==> src/rtl/viterbi_pkg.sv <==
// Shared types and constants for the Viterbi decoder front-end control.
// Holds the frame FSM state encoding, trellis stage codes and pair width.
// Imported by bmu_frame_ctrl.
package viterbi_pkg;

  localparam int PAIR_W = 2;

  typedef enum logic [2:0] {
    ST_IDLE      = 3'd0,
    ST_FIRST     = 3'd1,
    ST_SECOND    = 3'd2,
    ST_STEADY    = 3'd3,
    ST_TRACEBACK = 3'd4
  } frame_state_t;

  localparam logic [1:0] STAGE_FIRST  = 2'd0;
  localparam logic [1:0] STAGE_SECOND = 2'd1;
  localparam logic [1:0] STAGE_STEADY = 2'd2;

endpackage

==> src/rtl/bmu_frame_ctrl.sv <==
// Frame controller feeding received pairs to the branch-metric pipeline and launching traceback.
// Latency: accepted pair appears on bmu_* one cycle later; in_ready is combinational from state only.
// Optional traceback watchdog enabled by defining BMU_FRAME_CTRL_WDOG_EN (tb_timeout tied 0 otherwise).
module bmu_frame_ctrl
  import viterbi_pkg::*;
#(
  parameter int FRAME_LEN  = 16,
  parameter int TB_TIMEOUT = 64
) (
  input  logic              clk,
  input  logic              rst,
  input  logic              start,
  input  logic              in_valid,
  input  logic [PAIR_W-1:0] in_pair,
  output logic              in_ready,
  input  logic              tb_done,
  output logic              bmu_valid,
  output logic [PAIR_W-1:0] bmu_pair,
  output logic [1:0]        bmu_stage,
  output logic [7:0]        sym_cnt,
  output logic              tb_start,
  output logic              frame_done,
  output logic              busy,
  output logic              tb_timeout
);

  // Reject parameter values the counters cannot represent.
  if (FRAME_LEN < 3 || FRAME_LEN > 255 || TB_TIMEOUT < 1) begin : g_bad_cfg
    $error("bmu_frame_ctrl: FRAME_LEN must be 3..255 and TB_TIMEOUT >= 1");
  end

  frame_state_t state;

  // The last pair of a frame is the one that brings sym_cnt up to FRAME_LEN.
  logic last_pair;
  assign last_pair = (sym_cnt == 8'(FRAME_LEN - 1));

  // Pairs are only taken while the trellis is being filled or running steady.
  assign in_ready = (state == ST_FIRST) || (state == ST_SECOND) || (state == ST_STEADY);
  assign busy     = (state != ST_IDLE);

`ifdef BMU_FRAME_CTRL_WDOG_EN
  localparam int WD_W = (TB_TIMEOUT > 1) ? $clog2(TB_TIMEOUT) : 1;

  logic [WD_W-1:0] wd_cnt;
  logic            wd_expire;

  // Expiry is the TB_TIMEOUT-th traceback cycle; tb_done in that cycle still wins.
  assign wd_expire = (wd_cnt == WD_W'(TB_TIMEOUT - 1));

  // Count traceback cycles; restart from zero whenever traceback is not active.
  always_ff @(posedge clk or posedge rst) begin
    if (rst) begin
      wd_cnt <= '0;
    end else if (state == ST_TRACEBACK && !tb_done && !wd_expire) begin
      wd_cnt <= wd_cnt + 1'b1;
    end else begin
      wd_cnt <= '0;
    end
  end
`else
  assign tb_timeout = 1'b0;
`endif

  // Frame FSM with registered pair forwarding, symbol count and completion pulses.
  always_ff @(posedge clk or posedge rst) begin
    if (rst) begin
      state      <= ST_IDLE;
      bmu_valid  <= 1'b0;
      bmu_pair   <= '0;
      bmu_stage  <= STAGE_FIRST;
      sym_cnt    <= 8'd0;
      tb_start   <= 1'b0;
      frame_done <= 1'b0;
`ifdef BMU_FRAME_CTRL_WDOG_EN
      tb_timeout <= 1'b0;
`endif
    end else begin
      bmu_valid  <= 1'b0;
      tb_start   <= 1'b0;
      frame_done <= 1'b0;
`ifdef BMU_FRAME_CTRL_WDOG_EN
      tb_timeout <= 1'b0;
`endif
      unique case (state)
        ST_IDLE: begin
          if (start) begin
            state   <= ST_FIRST;
            sym_cnt <= 8'd0;
          end
        end
        ST_FIRST: begin
          if (in_valid) begin
            bmu_valid <= 1'b1;
            bmu_pair  <= in_pair;
            bmu_stage <= STAGE_FIRST;
            sym_cnt   <= sym_cnt + 8'd1;
            state     <= ST_SECOND;
          end
        end
        ST_SECOND: begin
          if (in_valid) begin
            bmu_valid <= 1'b1;
            bmu_pair  <= in_pair;
            bmu_stage <= STAGE_SECOND;
            sym_cnt   <= sym_cnt + 8'd1;
            state     <= ST_STEADY;
          end
        end
        ST_STEADY: begin
          if (in_valid) begin
            bmu_valid <= 1'b1;
            bmu_pair  <= in_pair;
            bmu_stage <= STAGE_STEADY;
            sym_cnt   <= sym_cnt + 8'd1;
            if (last_pair) begin
              state    <= ST_TRACEBACK;
              tb_start <= 1'b1;
            end
          end
        end
        ST_TRACEBACK: begin
          // A concurrent start is not carried over; it must be re-issued in IDLE.
          if (tb_done) begin
            state      <= ST_IDLE;
            frame_done <= 1'b1;
          end
`ifdef BMU_FRAME_CTRL_WDOG_EN
          else if (wd_expire) begin
            state      <= ST_IDLE;
            tb_timeout <= 1'b1;
          end
`endif
        end
        default: state <= ST_IDLE;
      endcase
    end
  end

endmodule

==> config.mk <==
export PLATFORM = sky130hd
export DESIGN_NAME = bmu_frame_ctrl
export DESIGN_NICKNAME = d
export VERILOG_FILES = /design/src/rtl/viterbi_pkg.sv /design/src/rtl/bmu_frame_ctrl.sv
export SDC_FILE = /design/constraint.sdc
export NUM_CORES = 1
export LEC_CHECK = 0
export BUFFER_PORTS_ARGS = -buffer_cell sky130_fd_sc_hd__clkbuf_2
export CAP_MARGIN = 25
export CORE_ASPECT_RATIO = 1.5
export CORE_MARGIN = 2
export CORE_UTILIZATION = 45
export DETAILED_ROUTE_END_ITERATION = 8
export PLACE_DENSITY_LB_ADDON = 0.3
export SETUP_SLACK_MARGIN = 0.15
export SLEW_MARGIN = 20
export SYNTH_ARGS = -nofsm -noshare
export SYNTH_HDL_FRONTEND = slang
export SYNTH_SLANG_ARGS = --single-unit
==> constraint.sdc <==
create_clock -name clk -period 1.49 [get_ports clk]
set_input_delay 0 -clock clk [delete_from_list [all_inputs] [get_ports clk]]
set_output_delay 0 -clock clk [all_outputs]
set_load 0.01 [all_outputs]
==> out/metrics.yaml <==
status: "finished clean"
cts_root_buffer: "clkbuf_4"
fp.dieArea_um2: 2420
hpwlAfterDp_um: 1550
syn_area_um2: 917
slew_headroom_pct: 54.8
vdd_drop_max_uv: 742
portBuffers: 23
core.rowCount: 20
drcViolationCount: 0
worstHoldPathType: "input pin to register"
fin_crit_ps: 1370
fin_setup_tns_ps: 0
grt_pass1_vias: 824
crit_chain: "ha_2 > nand4_1 > or4b_1 > nand3_1"
slew_violations: 0
final_nets: 139
drtIter0Drc: 22
syn-num-nets: 99
utilization_pct: 63.9
grt_pass1_wl_um: 3540
fmax_ghz: 0.731
finClkSkew_ps: 14.7
multi_input_area_um2: 469
final_cell_mix: "23 x clkbuf_2, 16 x dfrtp_1, 12 x buf_4"
drt_first_pass_iters: 4
crit_slowest_cell: "or4b_1"
r2r_start: "sym_cnt[1]"
syn_avg_cell_area_um2: 10.1
use_met3_pct: 2.63
clk_path_buf_depth: 2
crit_path_max_fanout: 3
ys_top_cells_by_area: "dfrtp_1 49%, mux2i_1 4.4%, a21oi_1 3.3%"
start_util_pct: 46.4
io_pins: 25
grt_max_degree: 19
grtUsageMet1_pct: 24.8
finalSetupViolations: 0
crit_required_ps: 1710
die_w_um: 40.9
drive_gt1_share_pct: 45.7
cts.sinks: 18
synth_area_leader_cell: "dfrtp_1"
maxCapViolations: 0
filler_cell_count: 178
grt_setup_unrepaired: "true"
final_common_cell: "clkbuf_2"
grt_use_met2_pct: 37.1
cts-htree-levels: 1
cts.clk_slew.worst_paths_ps: 110
clock_latency_ps: 300
path_class: "register to register"
ff_latch_area_um2: 453
critPathLaunch: "sym_cnt[1]"
leakagePower_nw: 0.582
gp_congestion: 0.781
yosys_warnings: 0
cp-end-kind: "register"
cellPowerDensity_nw_per_um2: 1320
ys_types: 35
grt_use_total_pct: 21.4
critical_path.max_stage_delay_ps: 500
antenna_found_initial: 0
overflow: 0
cts_tree: "built"
wl_um: 2240
final-hold-violation-count: 0
via_count: 838
hp-start: "start"
gr-max-usage-layer: "met2"
area_growth_pct: 37.7
num_antenna_cells: 0
synth.top_cell.area_share_pct: 49.1
crit_path_start_kind: "register"
syn_inst: 91
viasPerCell: 5.55
cts_buffers: 3
ant_nets: 0
core_area_um2: 1980
worst_pin_slew_ps: 677
wl_per_cell_um: 14.8
worstPathArrival_ps: 1590
period_share_pct: 91.9
seq_area_frac_synth_pct: 49.1
die_y_um: 59.3
ys_ff_latch: 18
[registers in the layout, summed over array words and instances, names as in the netlist]
register,count
frame_done,1
bmu_stage,2
bmu_valid,1
tb_start,1
sym_cnt,8
bmu_pair,2
state,3
[Yosys cell counts, drive strengths merged]
library cell / instances
a21oi: 6
a22o: 1
and3: 1
buf: 6
clkbuf: 1
conb: 1
dfrtp: 18
ha: 1
inv: 3
mux2: 2
mux2i: 4
nand2: 5
nand2b: 3
nand3: 2
nand3b: 1
nand4: 2
nor2: 7
nor2b: 2
nor3: 2
nor4: 3
nor4b: 1
o211ai: 1
o21a: 1
o21ai: 7
o221ai: 1
o2bb2ai: 1
o31ai: 3
or3: 1
or4: 2
or4b: 2
[power by group]
| part | switching (mW) | total [mW] | internal (mW) |
|---|---|---|---|
| clock | 0.149 | 0.243 | 0.0940 |
| combinational | 0.330 | 0.660 | 0.330 |
| sequential | 0.155 | 0.764 | 0.609 |
[final cells by class]
type                            instances  share of cell area [%]
Clock buffer                            3                    1.78
Inverter                                3                   0.892
Multi-Input combinational cell         63                    37.2
Sequential cell                        18                    35.9
Tap cell                               22                    2.18
Timing Repair Buffer                   42                    22.1
[path summary, 6_finish.rpt]
check                          endpoint  slack (ps)  depth (start not counted)
max                          sym_cnt[6]         120                          4
min                          sym_cnt[2]         110                          3
max reg2reg                  sym_cnt[6]         120                          4
min reg2reg                bmu_stage[1]         510                          1
max in group asynchronous      state[1]         690                          3
min in group asynchronous      state[2]         320                          3
[metal layers]
metal	wire length [um]	up-vias	part of all wire [%]
li1	-	405	-
met1	913	408	41
met2	1240	23	55
met3	65	2	2.9
met4	19	0	0.85
met5	0	-	0
[cells by family after synthesis]
family,synth area share (%)
AND/OR/NAND/NOR,21.7
AO/OA/AOI/OAI,14.1
flip-flops,49.1
buffers and inverters,6.55
multiplexers,6.82
adder cells (fa/ha/maj),1.36
other,0.409
[critical path: cells and delay by family (launching register included)]
family        cells  cell delay [ps]
simple gates      3              740
flops             1              380
fa+ha+maj         1              180
[what timing repair did]
action,CTS,global route
setup endpoints to repair,12,13
resized for setup,8,8
setup buffers,6,1
hold endpoints to repair,22,0
hold buffers,4,0
pin swaps,4,4
[stage by stage]
step                      hold slack (ps)  cells  area, um^2  power (mW)  setup WS, ps
after global placement                128    137        1080        1.25          61.8
after detailed placement              127    137        1080        1.27          52.1
after CTS                             102    150        1210        1.62          77.8
final                                 110    151        1260        1.67           121
after floorplan                     -61.4     91         923        1.05          99.3
after global routing                  129    151        1260        1.78          53.3
Power figures use the tool's default switching activity.
